<file path="src/rtl/vector_writeback_unit.sv">
// Vector writeback unit: buffers execution results in a FIFO and serializes them into BANK_WIDTH-wide VRF writes.
// Pushes are accepted while the FIFO is not full; the bypass register is built only when VWB_BYPASS_EN is defined.
module vector_writeback_unit #(
  parameter int VLEN       = 128,
  parameter int BANK_WIDTH = 32,
  parameter int FIFO_DEPTH = 4,
  localparam int BEATS     = VLEN / BANK_WIDTH,
  localparam int BW        = (BEATS > 1) ? $clog2(BEATS) : 1
) (
  input  logic                    clock,
  input  logic                    reset_n,
  input  logic                    flush,
  input  logic                    in_valid,
  output logic                    in_ready,
  input  logic [4:0]              in_vd,
  input  logic [VLEN-1:0]         in_data,
  input  logic [VLEN/8-1:0]       in_be,
  output logic                    vrf_we,
  output logic [4:0]              vrf_addr,
  output logic [BW-1:0]           vrf_beat,
  output logic [BANK_WIDTH-1:0]   vrf_wdata,
  output logic [BANK_WIDTH/8-1:0] vrf_wbe,
  output logic                    wb_done,
  output logic [4:0]              wb_done_vd,
  output logic                    bypass_valid,
  output logic [4:0]              bypass_vd,
  output logic [VLEN-1:0]         bypass_data,
  output logic                    busy
);

  localparam int AW = $clog2(FIFO_DEPTH);
  localparam int BB = BANK_WIDTH / 8;

  typedef enum logic {IDLE, WRITE} state_t;

  state_t state_q, state_d;

  logic [4:0]        fifo_vd   [FIFO_DEPTH];
  logic [VLEN-1:0]   fifo_data [FIFO_DEPTH];
  logic [VLEN/8-1:0] fifo_be   [FIFO_DEPTH];
  logic [AW-1:0]     wr_ptr, rd_ptr;
  logic [AW:0]       count;

  logic [4:0]        h_vd;
  logic [VLEN-1:0]   h_data;
  logic [VLEN/8-1:0] h_be;
  logic [BW-1:0]     cnt;

  logic fifo_empty, fifo_full, push, pop, last_beat;

  assign fifo_empty = (count == '0);
  assign fifo_full  = (count == (AW+1)'(FIFO_DEPTH));
  // Gated by reset_n so in_ready reads 0 while reset is held.
  assign in_ready   = reset_n && !fifo_full;
  assign push       = in_valid && !fifo_full && !flush;
  assign last_beat  = (cnt == BW'(BEATS-1));
  assign busy       = !fifo_empty || (state_q == WRITE);

  always_comb begin
    state_d    = state_q;
    pop        = 1'b0;
    vrf_we     = 1'b0;
    vrf_addr   = '0;
    vrf_beat   = '0;
    vrf_wdata  = '0;
    vrf_wbe    = '0;
    wb_done    = 1'b0;
    wb_done_vd = '0;
    case (state_q)
      IDLE: begin
        if (!fifo_empty) begin
          pop     = 1'b1;
          state_d = WRITE;
        end
      end
      WRITE: begin
        vrf_we    = 1'b1;
        vrf_addr  = h_vd;
        vrf_beat  = cnt;
        vrf_wdata = h_data[int'(cnt)*BANK_WIDTH +: BANK_WIDTH];
        vrf_wbe   = h_be[int'(cnt)*BB +: BB];
        if (last_beat) begin
          wb_done    = 1'b1;
          wb_done_vd = h_vd;
          if (!fifo_empty) pop = 1'b1;
          else             state_d = IDLE;
        end
      end
      default: state_d = IDLE;
    endcase
    if (flush) begin
      pop     = 1'b0;
      state_d = IDLE;
    end
  end

  always_ff @(posedge clock or negedge reset_n) begin
    if (!reset_n) begin
      state_q <= IDLE;
      cnt     <= '0;
      h_vd    <= '0;
      h_data  <= '0;
      h_be    <= '0;
    end else begin
      state_q <= state_d;
      if (flush) begin
        cnt <= '0;
      end else if (pop) begin
        cnt    <= '0;
        h_vd   <= fifo_vd[rd_ptr];
        h_data <= fifo_data[rd_ptr];
        h_be   <= fifo_be[rd_ptr];
      end else if (state_q == WRITE) begin
        cnt <= cnt + BW'(1);
      end
    end
  end

  always_ff @(posedge clock or negedge reset_n) begin
    if (!reset_n) begin
      wr_ptr <= '0;
      rd_ptr <= '0;
      count  <= '0;
      for (int i = 0; i < FIFO_DEPTH; i++) begin
        fifo_vd[i]   <= '0;
        fifo_data[i] <= '0;
        fifo_be[i]   <= '0;
      end
    end else if (flush) begin
      wr_ptr <= '0;
      rd_ptr <= '0;
      count  <= '0;
    end else begin
      if (push) begin
        fifo_vd[wr_ptr]   <= in_vd;
        fifo_data[wr_ptr] <= in_data;
        fifo_be[wr_ptr]   <= in_be;
        wr_ptr            <= wr_ptr + AW'(1);
      end
      if (pop) rd_ptr <= rd_ptr + AW'(1);
      if (push && !pop)      count <= count + (AW+1)'(1);
      else if (pop && !push) count <= count - (AW+1)'(1);
    end
  end

`ifdef VWB_BYPASS_EN
  // An accept in the same cycle as the matching wb_done keeps the bypass alive.
  always_ff @(posedge clock or negedge reset_n) begin
    if (!reset_n) begin
      bypass_valid <= 1'b0;
      bypass_vd    <= '0;
      bypass_data  <= '0;
    end else if (flush) begin
      bypass_valid <= 1'b0;
    end else if (push) begin
      bypass_valid <= 1'b1;
      bypass_vd    <= in_vd;
      bypass_data  <= in_data;
    end else if (wb_done && (wb_done_vd == bypass_vd) && fifo_empty) begin
      bypass_valid <= 1'b0;
    end
  end
`else
  assign bypass_valid = 1'b0;
  assign bypass_vd    = '0;
  assign bypass_data  = '0;
`endif

endmodule

</file>
<file path="config.mk">
export PLATFORM = sky130hd
export DESIGN_NAME = vector_writeback_unit
export DESIGN_NICKNAME = d
export VERILOG_FILES = /design/src/rtl/vector_writeback_unit.sv
export SDC_FILE = /design/constraint.sdc
export NUM_CORES = 1
export LEC_CHECK = 0
export CAP_MARGIN = 25
export CORE_ASPECT_RATIO = 1.75
export CORE_MARGIN = 2
export CORE_UTILIZATION = 27
export CTS_CLUSTER_DIAMETER = 200
export DETAILED_ROUTE_END_ITERATION = 7
export PLACE_DENSITY_LB_ADDON = 0.25
export SLEW_MARGIN = 20
export SYNTH_ARGS = -nofsm -noshare
export SYNTH_HDL_FRONTEND = slang
export SYNTH_SLANG_ARGS = --single-unit
export TNS_END_PERCENT = 100
</file>
<file path="constraint.sdc">
create_clock -name clock -period 2.7 [get_ports clock]
set_clock_uncertainty 0.1 [all_clocks]
set_input_delay 0.54 -clock clock [delete_from_list [all_inputs] [get_ports clock]]
set_output_delay 0.54 -clock clock [all_outputs]
set_load 0.05 [all_outputs]
</file>
# == Word-level counts from Yosys, hierarchy flattened ==
# Index checks and enable logic that the tools add are counted.
# totals
register_bits,755
input_bits,153
out_inout_bits,186
elab_cells,99
# classes
addsub,5
magnitude_cmp,3
n_eq_ne,2
shifts,2
n_mux,44
n_bitwise,4
reduce_logical,19
# ops
op,n
512-bit bitwise mux,1
128-bit 2-to-1 mux,3
128-bit binary-select mux with 2-bit select,1
128-bit demux with 2-bit select,1
128-bit by 8-bit variable part select with 32-bit output,1
64-bit bitwise mux,1
16-bit 2-to-1 mux,3
16-bit binary-select mux with 2-bit select,1
16-bit demux with 2-bit select,1
32-bit 2-to-1 mux,1
5-bit 2-to-1 mux,6
20-bit bitwise mux,1
2-bit 2-to-1 mux,8
16-bit by 5-bit variable part select with 4-bit output,1
5-bit binary-select mux with 2-bit select,1
5-bit demux with 2-bit select,1
3-bit 2-to-1 mux,3
1-bit 2-to-1 mux,8
2-bit by 1-bit adder with 2-bit output (second input constant),3
3-bit greater-or-equal comparator (second input constant),2
1-bit logical AND,6
2-bit NOT with 3-bit output,2
3-bit nonzero test,2
1-bit logical NOT,5
other kinds (12),16

# == Longest topological paths before layout ==
# Gate-level depths: netlist of run 1.
# logic_depth
word_depth,9
mapped_depth,8
depth_no_buf,8

# == Worst setup path before layout of run 1 ==
# No wires, ideal clock.
# synth_path
kind,reg2out
start,register cnt[0]
end,output vrf_wdata[14]
arrival_ns,1.822
required_time_ns,2.060
path_slack_ns,0.238
stages_incl_launch_ff,5
path_buffers,2
path_cell_list,dfrtp_1 buf_2 buf_2 mux4_2 and2_1
# synth_between
elab_chain_len,2
# synth_rtl
element,line,source
from (decl),47,logic [BW-1:0] cnt;
from (signal assigned),114,cnt <= cnt + BW'(1);
128-bit by 8-bit variable part select with 32-bit output,80,vrf_wdata = h_data[int'(cnt)*BANK_WIDTH +: BANK_WIDTH];
32-bit 2-to-1 mux,69,case (state_q)
to (decl),21,"output logic [BANK_WIDTH-1:0] vrf_wdata,"
# Every way passes these cells.

# == Worst setup path in the final report of run 1 ==
# layout_path
start,register cnt[0]
end,output vrf_wdata[12]
# Same word-level chain as after synthesis.

==> results.sh, run 1 <==
export IMPL_status="finished with violations"
export IMPL_violations="setup timing"
export IMPL_power_density_nw_per_um2=1150
export IMPL_die_width_um=273
export IMPL_hold_ws_ps=271
export IMPL_synth_cells=2059
export IMPL_drt_met1_wl_um=37400
export IMPL_cts_sinks=755
export IMPL_drv_cap=0
export IMPL_cp_required_ps=2060
export IMPL_seq_area_frac_synth=0.551
export IMPL_initialDrtViolationCount=952
export IMPL_die_h_um=475
export IMPL_syn2layout_area_growth_pct=20.8
export IMPL_clockBufferDepth=3
export IMPL_drv_slew=0
export IMPL_start_util=0.271
export IMPL_wl_per_cell_um=23.5
export IMPL_avgSynthCellArea_um2=16.7
export IMPL_worst_slack_ps=-262
export IMPL_fin_tns_setup_ps=-7150
export IMPL_setup_violations=36
export IMPL_peakVddDrop_mv=0.589
export IMPL_synth_ff_type="dfrtp_1"
export IMPL_grt_max_degree=174
export IMPL_power_mw=47.6
export IMPL_layout_min_cycle_time_ps=2960
export IMPL_synthTopCellsByArea="dfrtp_1 55%, mux2_2 19%, mux4_2 12%"
export IMPL_antenna_found_initial=46
export IMPL_nets=2456
export IMPL_final_layout_size_suffix_gt1_frac=0.513
export IMPL_fin_crit_sh=1.10
export IMPL_routed_wl_um=94500
export IMPL_rsz0062_at_grt="true"
export IMPL_worstPathArrival_ps=2320
export IMPL_highest_layer="met5"
export IMPL_ys_types=34
export IMPL_crit_start="cnt[0]"
export IMPL_path_clk_slew_ps=60
export IMPL_gp_congestion=0.717
export IMPL_reg2reg_to="count[2]"
export IMPL_io_buffer_count=204
export IMPL_synth_edf_count=0
export IMPL_drc=0
export IMPL_synth_area_um2=34300
export IMPL_grt_pass1_wl_um=141000
export IMPL_r2r_slack_ps=280
export IMPL_vias_per_cell=4.56
export IMPL_path_max_fanout=6
export IMPL_endpoint_kind="primary output"
export IMPL_rr_worst_depth=7
export IMPL_yosys_cell_count_top_type="dfrtp_1"
export IMPL_overflow=0
export IMPL_r2r_start="count[1]"
export IMPL_track_usage=0.148
export IMPL_worstSetupPathType="reg -> out"
export IMPL_tightest_slew_ps=1170
export IMPL_async_flop_share=1.00
export IMPL_vias=18400
export IMPL_core_area_um2=126000
export IMPL_die_area_um2=130000
export IMPL_rows=173
export IMPL_clock_root_buffer="clkbuf_16"
export IMPL_finalHoldViolCount=0
export IMPL_ioPinCount=339
export IMPL_ant_nets=0
export IMPL_wl_met2_um=49200
export IMPL_grt_pass1_vias=20700
export IMPL_ys_ff_latch=755
export IMPL_yosys_area_top_type_share=0.551
export IMPL_netlist_top_cells_count="755 x dfrtp_1, 593 x mux2_2, 185 x mux4_2, 138 x buf_4, 110 x mux2_4"
export IMPL_worstHoldPathType="in -> async"
export IMPL_cts_buffers=77
export IMPL_max_clock_freq_mhz=338
export IMPL_dpl_hpwl_um=64100
export IMPL_fin_util=0.328
export IMPL_preCtsSetupSlack_ps=-59.2
export IMPL_wl_met3_um=4560
export IMPL_start_kind="flip-flop"
export IMPL_slew_limit_headroom=0.218
export IMPL_cts_tree="yes"
export IMPL_leakage_nw=18.1
export IMPL_htreeDepth=3
export IMPL_synth_area_leader_cell="dfrtp_1"
export IMPL_clock_latency_ps=660
export IMPL_fill_cells=12100
export IMPL_drtPass1Iterations=6
export IMPL_yosys_warnings=0
## repair_timing
action	in CTS	in global routing
endpoints found under the hold margin	68	0
resized for setup	70	27
buffers inserted	3	1
setup endpoints to repair	39	36
cloned	2	0
hold buffers	1	0
pin swaps	6	6
## final cells by class
class	count	area [um^2]	share of cell area
repair buffers	291	3500	0.0845
clock buffers	104	2240	0.0541
diodes	10	25.0	0.000604
clock inverters	33	352	0.00849
inverters	6	22.5	0.000544
flip-flops and latches	755	18900	0.457
multi-input cells	1166	14300	0.345
well taps	1662	2080	0.0502
## cell families after synthesis
family | count (synthesis) | synth area share
multiplexers | 932 | 0.379
flip-flops | 755 | 0.551
buffers and inverters | 271 | 0.0508
AND/OR/NAND/NOR | 83 | 0.0144
AO/OA/AOI/OAI | 7 | 0.00131
adder cells (fa/ha/maj) | 6 | 0.00241
XOR/XNOR | 4 | 0.00102
other | 1 | 0.000109
## through the flow
step                      cells  instance area (um^2)
after floorplan            2192                 34800
after global placement     3875                 38400
after detailed placement   3875                 38400
after CTS                  4017                 41300
after global routing       4023                 41400
final                      4027                 41400
## registers in the layout (all words and copies together) (netlist names)
signal / flops
state_q: 1
fifo_be: 64
count: 3
rd_ptr: 2
wr_ptr: 2
h_be: 16
h_vd: 5
fifo_vd: 20
cnt: 2
fifo_data: 512
h_data: 128
## worst max path at each step
stage	to	slack, ps	cells after the start
2_1_floorplan	vrf_wdata[14]	240	4
3_3_place_gp	fifo_data[251]	-50	8
3_5_place_dp	fifo_data[56]	-60	7
4_1_cts	vrf_wdata[16]	-360	5
5_1_grt	vrf_wdata[13]	-350	5
6_report	vrf_wdata[12]	-260	5
## per-layer routing
metal  track usage  vias up
li1              -     7787
met5             0        -
met2         0.262      513
met1         0.176     9871
met4        0.0590       14
met3        0.0281      169
## worst max-delay path: stages (launching register included)
cell and delay [ps]:
dfrtp_4 500, buf_12 150, buf_16 140, mux4_2 550, and2_4 170, buf_6 140
## placed cells by master, fill, tap and decap left out, types with 10 or more instances in the layout
cell / netlist / final
and2_4: 0 / 37
buf_12: 0 / 56
buf_4: 138 / 42
buf_6: 13 / 28
clkbuf_16: 0 / 79
clkbuf_8: 0 / 17
clkdlybuf4s50_1: 0 / 151
clkinv_2: 0 / 19
conb_1: 1 / 134
dfrtp_1: 755 / 750
diode_2: 0 / 10
mux2_1: 44 / 44
mux2_2: 593 / 593
mux2_4: 110 / 110
mux4_2: 185 / 185
## report_power, final
part,switching (mW),internal (mW)
sequential,2.94,16.7
combinational,6.85,10.1
clock,4.75,6.26
total,14.5,33.0
No activity file was read; power rests on OpenSTA's default activity.
==> run 2, diff against run 1 <==
--- a/config.mk
+++ b/config.mk
@@ -7,7 +7,7 @@
 export LEC_CHECK = 0
 export CAP_MARGIN = 25
 export CORE_ASPECT_RATIO = 1.75
-export CORE_MARGIN = 2
+export CORE_MARGIN = 5
 export CORE_UTILIZATION = 27
 export CTS_CLUSTER_DIAMETER = 200
 export DETAILED_ROUTE_END_ITERATION = 7
==> results.sh, run 2 (synthesized netlist as in run 1, its figures left out) <==
export IMPL_fin_util=0.327
export IMPL_routed_wl_um=95000
export IMPL_io_buffer_count=204
export IMPL_leakage_nw=18.0
export IMPL_drtPass1Iterations=4
export IMPL_ant_nets=0
export IMPL_peakVddDrop_mv=0.669
export IMPL_die_width_um=279
export IMPL_dpl_cell_area_um2=38300
export IMPL_clock_root_buffer="clkbuf_16"
export IMPL_ioPinCount=339
export IMPL_start_kind="flip-flop"
export IMPL_tightest_slew_ps=918
export IMPL_vias=18200
export IMPL_largest_reg_flops=512
export IMPL_worst_slack_ps=-263
export IMPL_drc=0
export IMPL_fill_cells=12200
export IMPL_antenna_found_initial=43
export IMPL_cts_sinks=755
export IMPL_syn2layout_area_growth_pct=20.8
export IMPL_cts_buffers=79
export IMPL_fin_crit_sh=1.10
export IMPL_status="finished with violations"
export IMPL_rsz0062_at_grt="true"
export IMPL_wl_per_cell_um=23.6
export IMPL_initialDrtViolationCount=795
export IMPL_preCtsSetupSlack_ps=128
export IMPL_grt_pass1_vias=20500
export IMPL_track_usage=0.140
export IMPL_final_layout_size_suffix_gt1_frac=0.510
export IMPL_reg_top3="fifo_data: 512 flops, h_data: 128 flops, fifo_be: 64 flops"
export IMPL_nets=2450
export IMPL_vias_per_cell=4.52
export IMPL_finalHoldViolCount=0
export IMPL_layout_min_cycle_time_ps=2960
export IMPL_grt_max_degree=155
export IMPL_die_h_um=481
export IMPL_slew_limit_headroom=0.388
export IMPL_rows=173
export IMPL_die_area_um2=134000
export IMPL_design_area_um2=41400
export IMPL_path_max_fanout=5
export IMPL_setup_violations=36
export IMPL_violations="setup timing"
export IMPL_worstSetupPathType="reg -> out"
export IMPL_cp_required_ps=2060
export IMPL_endpoint_kind="primary output"
export IMPL_final_common_cell="dfrtp_1"
export IMPL_worstPathArrival_ps=2320
export IMPL_layout_common_cells="750 x dfrtp_1, 593 x mux2_2, 185 x mux4_2"
export IMPL_max_clock_freq_mhz=337
export IMPL_clockBufferDepth=3
export IMPL_drv_slew=0
export IMPL_largest_register="fifo_data"
export IMPL_gp_congestion=0.730
export IMPL_cts_tree="yes"
export IMPL_dpl_hpwl_um=63900
export IMPL_core_area_um2=127000
export IMPL_path_clk_slew_ps=70
export IMPL_overflow=0
export IMPL_htreeDepth=3
export IMPL_worstHoldPathType="reg -> reg"
export IMPL_start_util=0.271
export IMPL_clock_latency_ps=650
export IMPL_power_density_nw_per_um2=1150
export IMPL_drv_cap=0
export IMPL_grt_pass1_wl_um=141000
run 2: cell count changes in the layout (fill, tap and decap cells not counted), sizes merged:
| cell | change |
|---|---|
| buf | -8 |
| clkbuf | +16 |
| clkinv | -8 |
| clkinvlp | -1 |
| diode | +5 |
| dlygate4sd2 | -1 |
run 2: repair_timing:
item,4_1_cts,5_1_grt
buffers inserted,4,4
gates resized for setup,70,22
hold buffers,1,0
endpoints found under the hold margin,102,0
endpoints found under the setup margin,37,43
gates cloned,3,1
run 2: metrics by stage:
step	TNS, ps	power [mW]	cells	hold slack, ps
global placement	0	35.6	3862	368
finish	-6560	47.7	4030	383
global route	-9660	50.4	4021	402
detailed placement	0	36.6	3862	377
CTS	-11730	48.6	4013	390
floorplan	0	31.2	2192	144
run 2: routing by layer:
| layer | track usage | vias up | routed length [um] |
|---|---|---|---|
| met5 | 0 | - | 69 |
| met3 | 0.0316 | 139 | 5190 |
| met1 | 0.170 | 9814 | 38100 |
| met2 | 0.246 | 481 | 49000 |
| li1 | - | 7773 | - |
| met4 | 0.0453 | 10 | 2560 |
run 2: final cells by class:
| class | count | area, um^2 | share of cell area |
|---|---|---|---|
| inverter | 6 | 22.5 | 0.000544 |
| sequential | 755 | 18900 | 0.456 |
| timing repair buffer | 283 | 3420 | 0.0825 |
| clock buffer | 119 | 2380 | 0.0575 |
| multi-input combinational | 1166 | 14300 | 0.345 |
| tap | 1662 | 2080 | 0.0502 |
| antenna | 15 | 37.5 | 0.000906 |
| clock inverter | 24 | 269 | 0.00649 |
run 2: final timing paths:
path,start,to,slack (ps),cells past startpoint
worst max-delay path,cnt[0],vrf_wdata[1],-260,5
worst min-delay path,fifo_data[64],fifo_data[64],380,1
worst max register to register,cnt[0],count[2],170,9
worst min register to register,fifo_data[64],fifo_data[64],380,1
max in group asynchronous,reset_n,fifo_data[268],1080,3
min in group asynchronous,reset_n,fifo_data[194],450,3
run 2: critical path, cell delays in order, from the launching register on:
cell and delay, ps:
dfrtp_4 510, buf_4 170, buf_12 140, mux4_2 500, and2_4 200, buf_6 140
run 2: power by group:
part | switching, mW | leakage [nW] | internal [mW]
Sequential | 2.91 | 9.42 | 16.7
Combinational | 6.94 | 7.31 | 10.0
Clock | 4.68 | 1.30 | 6.51
==> run 3, diff against run 2 <==
--- a/config.mk
+++ b/config.mk
@@ -5,7 +5,9 @@
 export SDC_FILE = /design/constraint.sdc
 export NUM_CORES = 1
 export LEC_CHECK = 0
-export CAP_MARGIN = 25
+export CAP_MARGIN = 20
+export CELL_PAD_IN_SITES_DETAIL_PLACEMENT = 1
+export CELL_PAD_IN_SITES_GLOBAL_PLACEMENT = 2
 export CORE_ASPECT_RATIO = 1.75
 export CORE_MARGIN = 5
 export CORE_UTILIZATION = 27
==> results.sh, run 3 (synthesized netlist as in run 1, its figures left out) <==
export IMPL_layout_common_cells="749 x dfrtp_1, 593 x mux2_2, 185 x mux4_2"
export IMPL_p_switching_mw=14.6
export IMPL_r2r_slack_ps=230
export IMPL_tightest_slew_ps=982
export IMPL_track_usage=0.147
export IMPL_drtPass1Iterations=5
export IMPL_leakage_nw=18.0
export IMPL_vias_per_cell=4.57
export IMPL_drv_slew=0
export IMPL_start_util=0.271
export IMPL_worstSetupPathType="reg -> out"
export IMPL_ioPinCount=339
export IMPL_gp_congestion=0.710
export IMPL_drv_cap=0
export IMPL_nets=2450
export IMPL_die_h_um=481
export IMPL_cts_buffers=80
export IMPL_largest_register="fifo_data"
export IMPL_drc=0
export IMPL_clock_root_buffer="clkbuf_16"
export IMPL_reg_top3="fifo_data: 512 flops, h_data: 128 flops, fifo_be: 64 flops"
export IMPL_cts_tree="yes"
export IMPL_final_layout_size_suffix_gt1_frac=0.503
export IMPL_slew_limit_headroom=0.346
export IMPL_vias=18400
export IMPL_rr_worst_depth=8
export IMPL_fin_crit_sh=1.10
export IMPL_critical_path_top_delay_family="flip-flops"
export IMPL_dpl_hpwl_um=67900
export IMPL_worstPathArrival_ps=2340
export IMPL_dp_cells=3866
export IMPL_regArea_um2=18900
export IMPL_wl_per_cell_um=24.6
export IMPL_p_comb_frac=0.355
export IMPL_initialDrtViolationCount=765
export IMPL_fin_util=0.326
export IMPL_path_clk_slew_ps=60
export IMPL_design_area_um2=41300
export IMPL_cpPeakStageDelay_ps=580
export IMPL_clockBufferDepth=3
export IMPL_reg2reg_to="count[2]"
export IMPL_power_share_clock=0.231
export IMPL_layout_min_cycle_time_ps=2980
export IMPL_path_cells="buf_12, mux4_2, and2_4, buf_6"
export IMPL_final_common_cell="dfrtp_1"
export IMPL_endpoint_kind="primary output"
export IMPL_multiInputGateArea_um2=14300
export IMPL_die_area_um2=134000
export IMPL_die_width_um=279
export IMPL_grt_max_degree=152
export IMPL_r2r_start="cnt[0]"
export IMPL_max_clock_freq_mhz=336
export IMPL_rsz0062_at_grt="true"
export IMPL_cts_sinks=755
export IMPL_finalHoldViolCount=0
export IMPL_fin_tns_setup_ps=-7880
export IMPL_sequentialPowerShare=0.414
export IMPL_ant_nets=0
export IMPL_intPower_mw=33.0
export IMPL_overflow=0
export IMPL_routed_wl_um=99000
export IMPL_violations="setup timing"
export IMPL_worstHoldPathType="in -> async"
export IMPL_io_buffer_count=204
export IMPL_clock_latency_ps=650
export IMPL_path_depth=4
export IMPL_grt_pass1_wl_um=148000
export IMPL_dpl_cell_area_um2=38300
export IMPL_power_mw=47.6
export IMPL_fill_cells=12900
export IMPL_p_sw_frac=0.307
export IMPL_largest_reg_flops=512
export IMPL_setup_violations=36
export IMPL_slowest_stage="dfrtp_4"
export IMPL_worst_slack_ps=-279
export IMPL_path_buf_inv=2
export IMPL_rows=173
export IMPL_antenna_found_initial=43
export IMPL_peakVddDrop_mv=0.576
export IMPL_status="finished with violations"
export IMPL_start_kind="flip-flop"
export IMPL_path_max_fanout=7
export IMPL_syn2layout_area_growth_pct=20.4
export IMPL_cp_required_ps=2060
export IMPL_power_density_nw_per_um2=1150
export IMPL_core_area_um2=127000
export IMPL_grt_pass1_vias=21400
export IMPL_htreeDepth=3
export IMPL_fin_cells=4026
==> run 3: metal layers <==
metal / track usage / part of all wire / vias up
met1: 0.168 / 0.38 / 10000
met4: 0.0436 / 0.025 / 16
met2: 0.272 / 0.54 / 456
met5: 0 / 0.0011 / -
li1: - / - / 7766
met3: 0.0339 / 0.060 / 154
==> run 3: layout make-up <==
cell class | count | area share
Clock buffer | 121 | 0.0569
Clock inverter | 20 | 0.00539
Tap cell | 1662 | 0.0504
Sequential cell | 755 | 0.458
Inverter | 6 | 0.000546
Multi-Input combinational cell | 1166 | 0.346
Timing Repair Buffer | 282 | 0.0821
Antenna cell | 14 | 0.000849
==> run 3: how the worst max path moves through the flow <==
| stage | start | endpoint | slack (ps) |
|---|---|---|---|
| floorplan | cnt[0] | vrf_wdata[14] | 240 |
| global placement | in_valid | fifo_data[113] | 40 |
| detailed placement | in_valid | fifo_data[83] | 20 |
| CTS | cnt[0] | vrf_wdata[11] | -390 |
| global route | cnt[0] | vrf_wdata[1] | -350 |
| finish | cnt[0] | vrf_wdata[16] | -280 |
==> run 3: power groups by stage <==
stage               combinational, mW  clock [mW]  sequential [mW]
floorplan                        12.8           0             18.4
global placement                 16.3           0             19.4
detailed placement               16.8           0             20.0
CTS                              17.3        11.5             19.8
global route                     18.1        11.9             20.3
finish                           16.9        11.0             19.7
==> run 3: worst reg2reg max path: stages (launching register included) <==
cell and delay (ps):
dfrtp_4 580, ha_1 220, nand2b_2 200, and2_1 190
nor3_1 70, fa_1 390, a2111o_1 380, nand3_1 90
nor3b_1 170
==> run 3: timing repair <==
action	CTS	global route
hold endpoints to repair	11	0
resized for setup	69	19
setup endpoints to repair	40	42
gates cloned	2	0
buffers inserted	3	1
hold buffers	1	0
==> run 3: metrics by stage <==
| step | hold slack, ps | setup WS, ps |
|---|---|---|
| 2_1_floorplan | 144 | 238 |
| 3_3_place_gp | 317 | 39.8 |
| 3_5_place_dp | 314 | 22.6 |
| 4_1_cts | 188 | -392 |
| 5_1_grt | 217 | -354 |
| 6_report | 235 | -279 |
